[src/rtl/decoder_nto2n_scan_if.sv]
// Bundle for the decoder's load handshake and decoded outputs.
// Handshake: a load happens on a rising clk edge where in_valid && in_ready. in_ready simply mirrors en.
interface decoder_nto2n_scan_if #(
  parameter int SEL_W = 3
);
  localparam int OUT_W = 2**SEL_W;

  logic             en;
  logic             mode;
  logic             in_valid;
  logic             in_ready;
  logic [SEL_W-1:0] sel;
  logic [OUT_W-1:0] out;
  logic [SEL_W-1:0] idx;
  logic             wrap;

  modport master (
    output en, mode, in_valid, sel,
    input  in_ready, out, idx, wrap
  );

  modport slave (
    input  en, mode, in_valid, sel,
    output in_ready, out, idx, wrap
  );
endinterface

[src/rtl/decoder_nto2n_scan.sv]
// Registered N-to-2^N decoder with a load handshake, global enable and auto-scan mode.
// Define DECODER_ACTIVE_LOW_EN for one-cold outputs (all ones when idle or in reset).
module decoder_nto2n_scan #(
  parameter int SEL_W = 3,
  parameter int DWELL = 4
) (
  input  logic                 clk,
  input  logic                 rst_n,
  decoder_nto2n_scan_if.slave  bus,
  output logic [1:0]           o_dbg_state
);
  localparam int OUT_W = 2**SEL_W;
  localparam int CNT_W = ($clog2(DWELL + 1) < 1) ? 1 : $clog2(DWELL + 1);
  localparam logic [CNT_W-1:0] CNT_LAST = CNT_W'(DWELL - 1);
`ifdef DECODER_ACTIVE_LOW_EN
  localparam logic OUT_INV = 1'b1;
`else
  localparam logic OUT_INV = 1'b0;
`endif

  typedef enum logic [1:0] {
    ST_IDLE = 2'd0,
    ST_HOLD = 2'd1,
    ST_SCAN = 2'd2
  } state_t;

  state_t           r_state, w_state_nxt;
  logic [SEL_W-1:0] r_idx, w_idx_nxt;
  logic [CNT_W-1:0] r_cnt, w_cnt_nxt;
  logic             r_wrap, w_wrap_nxt;
  logic [OUT_W-1:0] r_out, w_out_nxt;
  logic             w_load;

  always_ff @(posedge clk or negedge rst_n) begin
    if (!rst_n) begin
      r_state <= ST_IDLE;
      r_idx   <= '0;
      r_cnt   <= '0;
      r_wrap  <= 1'b0;
      r_out   <= {OUT_W{OUT_INV}};
    end else begin
      r_state <= w_state_nxt;
      r_idx   <= w_idx_nxt;
      r_cnt   <= w_cnt_nxt;
      r_wrap  <= w_wrap_nxt;
      r_out   <= w_out_nxt;
    end
  end

  // Enable dominates; a load beats the dwell terminal count.
  always_comb begin
    w_load      = bus.in_valid && bus.en;
    w_state_nxt = r_state;
    w_idx_nxt   = r_idx;
    w_cnt_nxt   = r_cnt;
    w_wrap_nxt  = 1'b0;
    if (!bus.en) begin
      w_state_nxt = ST_IDLE;
      w_cnt_nxt   = '0;
    end else if (w_load) begin
      w_state_nxt = bus.mode ? ST_SCAN : ST_HOLD;
      w_idx_nxt   = bus.sel;
      w_cnt_nxt   = '0;
    end else if (r_state == ST_SCAN) begin
      if (r_cnt == CNT_LAST) begin
        w_cnt_nxt  = '0;
        w_idx_nxt  = r_idx + 1'b1;
        w_wrap_nxt = (r_idx == {SEL_W{1'b1}});
      end else begin
        w_cnt_nxt = r_cnt + 1'b1;
      end
    end
    // Output is decoded from the next index so it is purely registered.
    w_out_nxt = (w_state_nxt == ST_IDLE) ? '0 : (OUT_W'(1) << w_idx_nxt);
    w_out_nxt = w_out_nxt ^ {OUT_W{OUT_INV}};
  end

  assign bus.in_ready = bus.en;
  assign bus.out      = r_out;
  assign bus.idx      = r_idx;
  assign bus.wrap     = r_wrap;
  assign o_dbg_state  = r_state;
endmodule

[src/flat_wrapper.sv]
// flat-port wrapper written by rule: the top's interface ports become plain ports
module decoder_nto2n_scan_flat 
#(
  parameter int SEL_W = 3,
  parameter int DWELL = 4
)
  (clk, rst_n, o_dbg_state, bus_en, bus_mode, bus_in_valid, bus_sel, bus_in_ready, bus_out, bus_idx, bus_wrap);
  decoder_nto2n_scan_if #(.SEL_W(SEL_W)) bus_i ();
  input  logic clk;
  input  logic rst_n;
  output logic [1:0] o_dbg_state;
  input wire logic [$bits(bus_i.en)-1:0] bus_en;
  input wire logic [$bits(bus_i.mode)-1:0] bus_mode;
  input wire logic [$bits(bus_i.in_valid)-1:0] bus_in_valid;
  input wire logic [$bits(bus_i.sel)-1:0] bus_sel;
  output wire logic [$bits(bus_i.in_ready)-1:0] bus_in_ready;
  output wire logic [$bits(bus_i.out)-1:0] bus_out;
  output wire logic [$bits(bus_i.idx)-1:0] bus_idx;
  output wire logic [$bits(bus_i.wrap)-1:0] bus_wrap;
  assign bus_i.en = bus_en;
  assign bus_i.mode = bus_mode;
  assign bus_i.in_valid = bus_in_valid;
  assign bus_i.sel = bus_sel;
  assign bus_in_ready = bus_i.in_ready;
  assign bus_out = bus_i.out;
  assign bus_idx = bus_i.idx;
  assign bus_wrap = bus_i.wrap;
  decoder_nto2n_scan #(.SEL_W(SEL_W), .DWELL(DWELL)) u_core (.clk(clk), .rst_n(rst_n), .bus(bus_i), .o_dbg_state(o_dbg_state));
endmodule
[config.mk]
export PLATFORM = sky130hd
export DESIGN_NAME = decoder_nto2n_scan_flat
export DESIGN_NICKNAME = d
export VERILOG_FILES = /design/src/rtl/decoder_nto2n_scan_if.sv /design/src/rtl/decoder_nto2n_scan.sv /design/src/flat_wrapper.sv
export SDC_FILE = /design/constraint.sdc
export NUM_CORES = 1
export LEC_CHECK = 0
export BUFFER_PORTS_ARGS = -buffer_cell sky130_fd_sc_hd__buf_2
export CORE_UTILIZATION = 50
export CTS_BUF_LIST = sky130_fd_sc_hd__clkbuf_2 sky130_fd_sc_hd__clkbuf_4 sky130_fd_sc_hd__clkbuf_8
export DETAILED_ROUTE_END_ITERATION = 7
export HOLD_SLACK_MARGIN = 0.05
export PLACE_DENSITY_LB_ADDON = 0.3
export SLEW_MARGIN = 10
export SYNTH_ARGS = -nofsm -noshare
export SYNTH_HDL_FRONTEND = slang
export SYNTH_SLANG_ARGS = --single-unit
[constraint.sdc]
create_clock -name clk -period 2.3 [get_ports clk]
set_clock_uncertainty 0.1 [all_clocks]
set_input_delay 0.115 -clock clk [delete_from_list [all_inputs] [get_ports clk]]
set_output_delay 0.115 -clock clk [all_outputs]
set_load 0.005 [all_outputs]
; Word level (Yosys, flattened, before mapping)
; Cells that the tools add are included.
[word_totals]
register_bits = 17
inputBits = 8
wordCells = 30
out_inout_bits = 15
[classes]
eq_ne = 4
n_shift = 1
reduce_logical = 2
add_sub_neg = 2
n_mux = 16
[op_table]
columns = op, count
row1 = $mux 3, 8
row2 = $mux 8, 1
row3 = $shl 1x3->8 const A, 1
row4 = $add 3x1->3 const B, 2
row5 = $mux 2, 3
row6 = $mux 1, 4
row7 = $eq 3x2->1 const B, 1
row8 = $eq 3x3->1 const B, 1
row9 = $ne 3x1->1 const B, 1
row10 = $eq 2x2->1 const B, 1
row11 = $logic_not 2->1, 1
row12 = $logic_and 1x1->1, 1

; Depth between registers and ports, before layout
; Gate-level depths: netlist of run 1.
[depth]
depth_word = 7
mapped_depth = 7
mapped_depth_nobuf = 6

; Worst setup path before layout of run 1
; OpenSTA, ideal clock, no wires.
[synth_path]
path_kind = flip-flop to flip-flop
start = register u_core.r_cnt[0]
end = register u_core.r_out[0] (netlist: u_core.bus.out[0])
slack_ns = 0.523
period_less_slack_ns = 1.777
arrival_ns = 1.539
required_ns = 2.062
setup_ns = 0.138
path_stages_with_launch = 8
cell_sequence = dfrtp_1 ha_1 and4bb_1 buf_6 and2_2 a211o_1 inv_1 nor3_1
[synth_between]
elab_chain_cells = 7
[synth_lines]
columns = item, line_no
row1 = from (decl), decoder_nto2n_scan.sv:29  ; logic [CNT_W-1:0] r_cnt, w_cnt_nxt;
row2 = from (signal assigned), decoder_nto2n_scan.sv:44  ; r_cnt <= w_cnt_nxt;
row3 = $eq 3x2->1, decoder_nto2n_scan.sv:65  ; if (r_cnt == CNT_LAST) begin
row4 = $mux 3, decoder_nto2n_scan.sv:65
row5 = $mux 3, decoder_nto2n_scan.sv:64  ; end else if (r_state == ST_SCAN) begin
row6 = $mux 3, decoder_nto2n_scan.sv:60  ; end else if (w_load) begin
row7 = $mux 3, decoder_nto2n_scan.sv:57  ; if (!bus.en) begin
row8 = net u_core.w_idx_nxt[0], decoder_nto2n_scan.sv:28  ; logic [SEL_W-1:0] r_idx, w_idx_nxt;
row9 = $shl 1x3->8, decoder_nto2n_scan.sv:74  ; w_out_nxt = (w_state_nxt == ST_IDLE) ? '0 : (OUT_W'(1) << w_idx_nxt);
row10 = $mux 8, decoder_nto2n_scan.sv:74
row11 = net u_core.w_out_nxt[0], decoder_nto2n_scan.sv:31  ; logic [OUT_W-1:0] r_out, w_out_nxt;
row12 = to (signal assigned), decoder_nto2n_scan.sv:40  ; r_out <= {OUT_W{OUT_INV}};
row13 = to (signal assigned), decoder_nto2n_scan.sv:46  ; r_out <= w_out_nxt;
row14 = to (decl), decoder_nto2n_scan.sv:31
; The timed path passes the listed nets, and every way through them passes these cells.
; A chain may end at the register's enable or synchronous reset.

; Worst setup path after layout of run 1
[layout_path]
start = register u_core.r_cnt[0]
end = register u_core.r_out[2] (netlist: u_core.bus.out[2])
; The elaborated chain is that of the path after synthesis.

==> results_dict.tcl, run 1 <==
set metrics [dict create \
    cts_sinks 17 \
    ys_warn_count 0 \
    synth_commonest_cells "dfrtp_1 (17), nor3_1 (12), nor2_1 (4)" \
    synth_nets 84 \
    synthesis.instances 73 \
    p_leak_nw 0.499 \
    power.total_mw 0.592 \
    drtIter0Drc 15 \
    peakVddDrop_v 0.000357 \
    grt_pass1_wl_mm 2.58 \
    root_buffer "clkbuf_4" \
    yosys.area.top_type "dfrtp_1" \
    cp.arrival_ps 1970 \
    insertion_delay_ps 290 \
    outcome "completed" \
    finalHoldViolations 0 \
    gr-max-usage-layer "met2" \
    rows 14 \
    fin_crit_ps 1920 \
    yosysUniqueCellTypes 28 \
    synth_area_per_cell_um2 11.1 \
    syn2layout_area_growth_pct 17.0 \
    start_util_pct 53.8 \
    power.density_mw_per_mm2 624 \
    met2_usage_pct 29.2 \
    tightestPinTransition_ps 480 \
    gp_congestion 0.800 \
    routed_wl_mm 1.47 \
    grtUsageTotal_pct 19.6 \
    async_flop_share_pct 100 \
    multi_input_area_um2 334 \
    drc 0 \
    grt_max_degree 18 \
    cts_setup_buffers 0 \
    end_kind "flop" \
    hold_buffers 2 \
    viasPerCell 5.53 \
    finalSetupViolCount 0 \
    synth_edf_count 0 \
    pin_count 23 \
    dieWidth_um 42.3 \
    maxCapViolCount 0 \
    coreArea_mm2 0.00151 \
    clk_pin_slew_ps 100 \
    dpl.hpwl_mm 1.04 \
    grt_pass1_vias 601 \
    crit_type "flop to flop" \
    setup_ws_ps 384 \
    ys.flop_type "dfrtp_1" \
    use_met1_pct 27.4 \
    cts_max_level 1 \
    place.port_buffers 22 \
    worstPathRequired_ps 2360 \
    drtPass1Iterations 4 \
    period_share_pct 83.3 \
    cts_resized 0 \
    critPathLaunchType "flop" \
    synthTopCellsByArea "dfrtp_1 (52%), nor3_1 (7.4%), ha_1 (4.6%)" \
    dp_slack_ps 407 \
    layout-drive-gt1-share_pct 32.0 \
    dieArea_mm2 0.00179 \
    synthesis.area_um2 811 \
    fillers 123 \
    overflow 0 \
    num_antenna_cells 0 \
    dr_total_vias 625 \
    regArea_um2 425 \
    cts_buffers 3 \
    path_max_fanout 8 \
    ant_nets 0 \
    synth.most_common_cell "dfrtp_1" \
    cts_tree "built" \
    totalNegativeSetupSlack_ps 0 \
    globalRouteMet3Util_pct 3.88 \
    netlist.area_leader.share_pct 52.5 \
    layout.nets 109 \
    antenna_found_initial 0 \
    die_y_um 42.3 \
    rsz0062_at_grt "false" \
    cts.path.max_buffers 2 \
    finalMaxSlewViolations 0 \
    clock.fmax_mhz 522 \
    ys_seq_area_share_pct 52.5 \
    hold_class "primary input to flop" \
    ys_seq_elements 17 \
    slew-limit-headroom_pct 67.7 \
    wire_per_inst_um 13.0 \
]
[flip-flops by register name (all words and copies together), names as in the netlist]
name	count
u_core.bus.out	8
u_core.bus.idx	3
u_core.r_cnt	3
u_core.o_dbg_state	2
u_core.bus.wrap	1
[report_power, final]
group	switching [mW]	total (mW)	internal, mW	leakage [nW]
Clock	0.0932	0.158	0.0647	0.0177
Combinational	0.0578	0.105	0.0469	0.254
Sequential	0.0144	0.329	0.315	0.227
[path summary, 6_finish.rpt]
kind | depth (start not counted) | startpoint | endpoint | slack (ps)
max | 6 | u_core.r_cnt[0] | u_core.bus.out[2] | 380
min | 2 | bus_en | u_core.o_dbg_state[1] | 70
max reg2reg | 6 | u_core.r_cnt[0] | u_core.bus.out[2] | 380
min reg2reg | 2 | u_core.r_cnt[2] | u_core.r_cnt[2] | 430
max in group asynchronous | 2 | rst_n | u_core.bus.out[1] | 1670
min in group asynchronous | 2 | rst_n | u_core.bus.out[3] | 160
[cell families (layout without fill, tap and decap cells)]
| logic type | count (synthesis) | after routing | share of synthesized area (%) |
|---|---|---|---|
| simple gates | 31 | 31 | 22.4 |
| buf+inv | 7 | 31 | 6.33 |
| compound gates | 12 | 12 | 10.5 |
| flops | 17 | 17 | 52.5 |
| mux | 3 | 3 | 3.70 |
| fa+ha+maj | 3 | 3 | 4.63 |
[layer usage]
metal | part of all wire (%) | wire length (µm) | vias to the layer above
met5 | 0 | 0 | -
met4 | 2.0 | 29 | 0
met3 | 4.6 | 68 | 4
met2 | 44 | 650 | 17
met1 | 49 | 724 | 291
li1 | - | - | 313
[placed cells by master (no fill, tap or decap)]
cell type / n
and2_1: 1
a211o_1: 2
dfrtp_1: 17
a21oi_1: 2
or2b_1: 1
mux2i_1: 3
nor2_1: 4
and3_2: 1
and4bb_1: 1
dlygate4sd3_1: 2
inv_1: 3
nand2b_1: 1
nand3_1: 1
a31oi_1: 1
clkbuf_4: 3
buf_2: 22
nor3b_1: 1
o31ai_1: 2
o22ai_1: 3
nand2_1: 2
nor3_1: 12
ha_1: 3
o31a_2: 1
and2b_2: 1
and2_2: 1
a22oi_1: 1
clkinv_2: 1
or3b_4: 1
nor2b_1: 3
[critical path: stages, from the launching register on]
cell and delay (ps):
dfrtp_1 410, ha_1 220, and4bb_1 280, and2_2 220, a211o_1 310, inv_1 160
nor3_1 80
[metrics by stage]
stage,cells,instance area (µm²),hold slack [ps],util [%]
6_report,113,948,70.7,63.0
3_5_place_dp,107,901,-44.6,59.8
4_1_cts,113,948,63.6,63.0
3_3_place_gp,107,901,-53.9,59.8
5_1_grt,113,948,86.2,63.0
2_1_floorplan,73,811,-281,-
[area by class of cell]
cell class / count / area share (%)
Sequential cell: 17 / 44.9
Multi-Input combinational cell: 49 / 35.2
Timing Repair Buffer: 24 / 13.7
Clock buffer: 3 / 2.37
Tap cell: 16 / 2.11
Inverter: 3 / 1.19
Clock inverter: 1 / 0.528
Note: power is estimated with default switching activity, not from simulation.
==> run 2: changes to the inputs <==
--- a/config.mk
+++ b/config.mk
@@ -5,8 +5,9 @@
 export SDC_FILE = /design/constraint.sdc
 export NUM_CORES = 1
 export LEC_CHECK = 0
+export ABC_AREA = 1
 export BUFFER_PORTS_ARGS = -buffer_cell sky130_fd_sc_hd__buf_2
-export CORE_UTILIZATION = 50
+export CORE_UTILIZATION = 46
 export CTS_BUF_LIST = sky130_fd_sc_hd__clkbuf_2 sky130_fd_sc_hd__clkbuf_4 sky130_fd_sc_hd__clkbuf_8
 export DETAILED_ROUTE_END_ITERATION = 7
 export HOLD_SLACK_MARGIN = 0.05
==> constraint.sdc (replaced) <==
create_clock -name clk -period 1.7 [get_ports clk]
set_clock_uncertainty 0.1 [all_clocks]
set_input_delay 0.085 -clock clk [delete_from_list [all_inputs] [get_ports clk]]
set_output_delay 0.085 -clock clk [all_outputs]
set_load 0.005 [all_outputs]
==> results_dict.tcl, run 2 <==
set metrics [dict create \
    outcome "completed" \
    insertion_delay_ps 300 \
    fin_util_pct 66.1 \
    cts.path.max_buffers 2 \
    synth.most_common_cell "dfrtp_1" \
    drtIter0Drc 32 \
    synthTopCellsByArea "dfrtp_1 (56%), nand2_1 (6.9%), nor2_1 (5.4%)" \
    critPathLaunchType "flop" \
    pin_count 23 \
    slew-limit-headroom_pct 74.4 \
    synth_compound_area_share_pct 8.90 \
    final_cell_mix "buf_2 (22), dfrtp_1 (17), nand2_1 (13)" \
    yosysUniqueCellTypes 18 \
    layout-drive-gt1-share_pct 38.6 \
    hold_class "primary input to async pin" \
    start_util_pct 49.8 \
    cts_sinks 17 \
    tightestPinTransition_ps 384 \
    clk_pin_slew_ps 100 \
    coreArea_mm2 0.00152 \
    critPathTopFamily "simple AND/OR/NAND/NOR gates" \
    ys_seq_elements 17 \
    antenna_found_initial 0 \
    synth_top_family_by_area "simple AND/OR/NAND/NOR gates" \
    dpl.hpwl_mm 1.22 \
    crit_start "u_core.bus.idx[0]" \
    viasPerCell 5.32 \
    path_depth 7 \
    synth_commonest_cells "dfrtp_1 (17), nand2_1 (14), nor2_1 (11)" \
    rows 14 \
    timing.rr.start "u_core.bus.idx[0]" \
    async_flop_share_pct 100 \
    ant_nets 0 \
    totalNegativeSetupSlack_ps 0 \
    ys_warn_count 0 \
    maxCapViolCount 0 \
    synthesis.area_um2 759 \
    power.total_mw 0.836 \
    cts_tree "built" \
    routed_wl_mm 1.76 \
    peakVddDrop_v 0.000565 \
    dr_total_vias 692 \
    cp_num_buf_inv 0 \
    design_area_mm2 0.00101 \
    dpl_cell_area_um2 882 \
    cts_max_level 1 \
    gp_congestion 0.868 \
    clock.fmax_mhz 622 \
    crit_slowest_cell "dfrtp_1" \
    synth_fa_ha_area_share_pct 4.94 \
    synthMuxAreaShare_pct 0 \
    finalSetupViolCount 0 \
    fin_crit_ps 1610 \
    layout.nets 126 \
    worstPathRequired_ps 1830 \
    r2r_cells 7 \
    synthesis.instances 79 \
    p_leak_nw 0.534 \
    wire_per_inst_um 13.5 \
    synth_area_per_cell_um2 9.61 \
    num_antenna_cells 0 \
    whs_ps 129 \
    grt_pass1_vias 646 \
    finalMaxSlewViolations 0 \
    drtPass1Iterations 4 \
    overflow 0 \
    ys.flop_type "dfrtp_1" \
    cp.arrival_ps 1740 \
    drc 0 \
    syn2layout_area_growth_pct 32.6 \
    path_max_fanout 4 \
    root_buffer "clkbuf_4" \
    netlist.area_leader.share_pct 56.0 \
    place.port_buffers 22 \
    cts_buffers 3 \
    crit_chain "ha_1 > ha_1 > nand3_1 > nand3_1 > nand2_2 > nand2_2 > nor2_1" \
    critPathMaxStageDelay_ps 440 \
    globalRouteMet3Util_pct 6.03 \
    gr-max-usage-layer "met2" \
    end_kind "flop" \
    ys_seq_area_share_pct 56.0 \
    largest_reg_flops 8 \
    grtUsageTotal_pct 21.4 \
    synth_edf_count 0 \
    yosys.area.top_type "dfrtp_1" \
    grt_max_degree 18 \
    die_y_um 42.6 \
    synthXorXnorAreaFrac_pct 0 \
    use_met1_pct 29.2 \
    period_share_pct 94.5 \
    dieWidth_um 42.6 \
    final_common_cell "buf_2" \
    met2_usage_pct 30.3 \
    synth_nets 90 \
    grt_pass1_wl_mm 2.82 \
    dieArea_mm2 0.00182 \
    finalHoldViolations 0 \
    synth-simple-area-share_pct 24.7 \
    crit_type "flop to flop" \
    power.density_mw_per_mm2 830 \
]
run 2: changes by cell type after synthesis, sizes merged, moves of 6 or more:
| cell | previous run | this run |
|---|---|---|
| nor3 | 12 | 0 |
| nor2 | 4 | 14 |
| inv | 3 | 9 |
| nand3 | 1 | 8 |
| nand2 | 2 | 16 |
run 2: area by class of cell:
class | instances | area, µm²
Clock buffer | 3 | 22.5
Clock inverter | 1 | 5.00
Fill cell | 125 | 517
Inverter | 9 | 33.8
Multi-Input combinational cell | 52 | 303
Sequential cell | 17 | 425
Tap cell | 16 | 20.0
Timing Repair Buffer | 32 | 198
run 2: final timing paths:
check	endpoint	slack, ps
worst min-delay path	u_core.r_cnt[1]	130
worst min register to register	u_core.r_cnt[2]	480
worst max register to register	u_core.bus.out[1]	90
max in group asynchronous	u_core.r_cnt[0]	1100
min in group clk	u_core.bus.idx[0]	140
worst max-delay path	u_core.bus.out[1]	90
run 2: repair_timing:
item | CTS | global route
endpoints found under the hold margin | 23 | 0
hold buffers | 5 | 0
buffers inserted | 0 | 5
setup endpoints to repair | 0 | 8
resized for setup | 0 | 3
run 2: cell families (layout without fill, tap and decap cells):
group | after synthesis | in the layout
flip-flops | 17 | 17
AND/OR/NAND/NOR | 39 | 39
AO/OA/AOI/OAI | 10 | 10
buffers and inverters | 10 | 45
adder cells (fa/ha/maj) | 3 | 3
run 2: power by group:
group          leakage [nW]  switching [mW]  internal [mW]
clock                0.0177           0.135         0.0878
sequential            0.224          0.0179          0.426
combinational         0.292          0.0928         0.0757
total                 0.534           0.246          0.589
run 2: layer usage:
layer	wire length (µm)	up-vias
li1	-	330
met1	767	317
met2	818	37
met3	119	8
met4	54	0
met5	0	-
run 2: stage by stage:
| step | cells | worst slack [ps] |
|---|---|---|
| 3_3_place_gp | 116 | 170 |
| 2_1_floorplan | 79 | 246 |
| 6_report | 130 | 93.1 |
| 4_1_cts | 125 | 106 |
| 5_1_grt | 130 | -2.74 |
| 3_5_place_dp | 116 | 112 |
==> run 3: changes to the inputs <==
--- a/config.mk
+++ b/config.mk
@@ -9,8 +9,9 @@
 export BUFFER_PORTS_ARGS = -buffer_cell sky130_fd_sc_hd__buf_2
 export CORE_UTILIZATION = 46
 export CTS_BUF_LIST = sky130_fd_sc_hd__clkbuf_2 sky130_fd_sc_hd__clkbuf_4 sky130_fd_sc_hd__clkbuf_8
+export CTS_CLUSTER_SIZE = 40
 export DETAILED_ROUTE_END_ITERATION = 7
-export HOLD_SLACK_MARGIN = 0.05
+export HOLD_SLACK_MARGIN = 0.1
 export PLACE_DENSITY_LB_ADDON = 0.3
 export SLEW_MARGIN = 10
 export SYNTH_ARGS = -nofsm -noshare
==> constraint.sdc (replaced) <==
create_clock -name clk -period 1.3 [get_ports clk]
set_clock_uncertainty 0.1 [all_clocks]
set_input_delay 0.065 -clock clk [delete_from_list [all_inputs] [get_ports clk]]
set_output_delay 0.065 -clock clk [all_outputs]
set_load 0.005 [all_outputs]
==> results_dict.tcl, run 3 (synthesis gave the netlist of run 2 again) <==
set metrics [dict create \
    antenna_found_initial 0 \
    crit_type "flop to flop" \
    critPathTopFamily "simple AND/OR/NAND/NOR gates" \
    clk_pin_slew_ps 100 \
    drc 0 \
    die_y_um 42.6 \
    crit_chain "ha_2 > inv_2 > nor2_4 > nand2_2 > nand2_2 > nand3_2 > nand2_2 > nand2_1 > nor2_2" \
    period_share_pct 117 \
    whs_ps 112 \
    tightestPinTransition_ps 366 \
    drtIter0Drc 15 \
    insertion_delay_ps 290 \
    num_antenna_cells 0 \
    viasPerCell 4.96 \
    drtPass1Iterations 4 \
    maxCapViolCount 0 \
    wl_met3_um 72 \
    hold_class "primary input to async pin" \
    root_buffer "clkbuf_4" \
    place.port_buffers 22 \
    layout-drive-gt1-share_pct 55.2 \
    fin_crit_ps 1520 \
    crit_top_cell "nand2_2" \
    cts_tree "built" \
    dr_total_vias 699 \
    clock.fmax_mhz 659 \
    cts_max_level 1 \
    grtUsageTotal_pct 20.7 \
    power.density_mw_per_mm2 987 \
    ant_nets 0 \
    dieWidth_um 42.6 \
    grt_pass1_wl_mm 2.74 \
    final_cell_mix "buf_2 (22), dfrtp_1 (17), buf_4 (15)" \
    syn2layout_area_growth_pct 51.1 \
    power.total_mw 1.13 \
    cts.path.max_buffers 2 \
    critPathMaxStageDelay_ps 360 \
    rows 14 \
    start_util_pct 49.8 \
    coreArea_mm2 0.00152 \
    final_common_cell "buf_2" \
    multi_input_area_um2 358 \
    end_kind "flop" \
    routed_wl_mm 1.78 \
    slew-limit-headroom_pct 75.6 \
    cp.arrival_ps 1640 \
    cp_num_buf_inv 1 \
    cts_buffers 3 \
    critPathLaunchType "flop" \
    wire_per_inst_um 12.6 \
    wl_met2_um 848 \
    dpl.hpwl_mm 1.22 \
    pin_count 23 \
    setup_ws_ps -217 \
    outcome "finished with violations" \
    violations "setup timing" \
    overflow 0 \
    path_max_fanout 5 \
    drt-met1-wl_um 829 \
    layout.nets 137 \
    peakVddDrop_v 0.000544 \
    finalHoldViolations 0 \
    finalMaxSlewViolations 0 \
    gp_congestion 0.814 \
    regArea_um2 425 \
    largest_reg_flops 8 \
    finalSetupViolCount 12 \
    grt_max_degree 18 \
    p_leak_nw 0.596 \
    highest_layer "met4" \
    rsz0062_at_grt "true" \
    worstPathRequired_ps 1430 \
    crit_slowest_cell "dfrtp_1" \
    dieArea_mm2 0.00182 \
    cts_sinks 17 \
    fillers 113 \
    grt_pass1_vias 647 \
]
-- run 3: cell count changes in the layout (fill, tap and decap cells not counted), moves of 2 or more --
cell / change
buf_4: +10
nand2_1: -6
nand2_2: +5
ha_1: -3
nand3_1: -3
nand3_2: +3
ha_2: +2
inv_1: -2
inv_2: +2
-- run 3: final timing paths --
kind                            slack [ps]       startpoint                 to  cells after the start
worst max-delay path                  -220  u_core.r_cnt[0]  u_core.bus.out[0]                      9
worst min-delay path                   110            rst_n  u_core.bus.idx[2]                      2
worst max register to register        -220  u_core.r_cnt[0]  u_core.bus.out[0]                      9
worst min register to register         490  u_core.r_cnt[2]    u_core.r_cnt[2]                      2
max in group asynchronous              730            rst_n    u_core.bus.wrap                      2
min in group clk                       130       bus_sel[0]  u_core.bus.idx[0]                      5
-- run 3: metal layers --
layer | track usage [%] | up-vias
met1 | 28.3 | 322
li1 | - | 348
met4 | 9.38 | 0
met2 | 32.7 | 25
met3 | 2.59 | 4
met5 | 0 | -
-- run 3: layout make-up --
type | instances | area share [%]
Clock inverter | 1 | 0.436
Inverter | 9 | 2.94
Clock buffer | 3 | 1.96
Multi-Input combinational cell | 52 | 31.2
Sequential cell | 17 | 37.1
Timing Repair Buffer | 43 | 24.6
Tap cell | 16 | 1.74
-- run 3: timing repair --
action	CTS	global route
hold buffers	6	0
setup buffers	1	6
resized for setup	7	3
endpoints found under the hold margin	25	0
endpoints found under the setup margin	11	11
pin swaps	5	6
-- run 3: power breakdown --
part | total [mW] | internal [mW] | switching [mW]
clock | 0.280 | 0.114 | 0.166
sequential | 0.573 | 0.557 | 0.0161
combinational | 0.279 | 0.131 | 0.149
-- run 3: metrics by stage --
step | instances | utilization, % | instance area [µm²] | worst slack [ps] | TNS [ps]
6_report | 141 | 75.3 | 1150 | -217 | -1770
5_1_grt | 141 | 75.3 | 1150 | -306 | -2970
4_1_cts | 135 | 71.7 | 1090 | -148 | -1130
3_5_place_dp | 124 | 64.3 | 980 | -169 | -1250
3_3_place_gp | 124 | 64.3 | 980 | -123 | -848
2_1_floorplan | 79 | - | 797 | -90.2 | -609
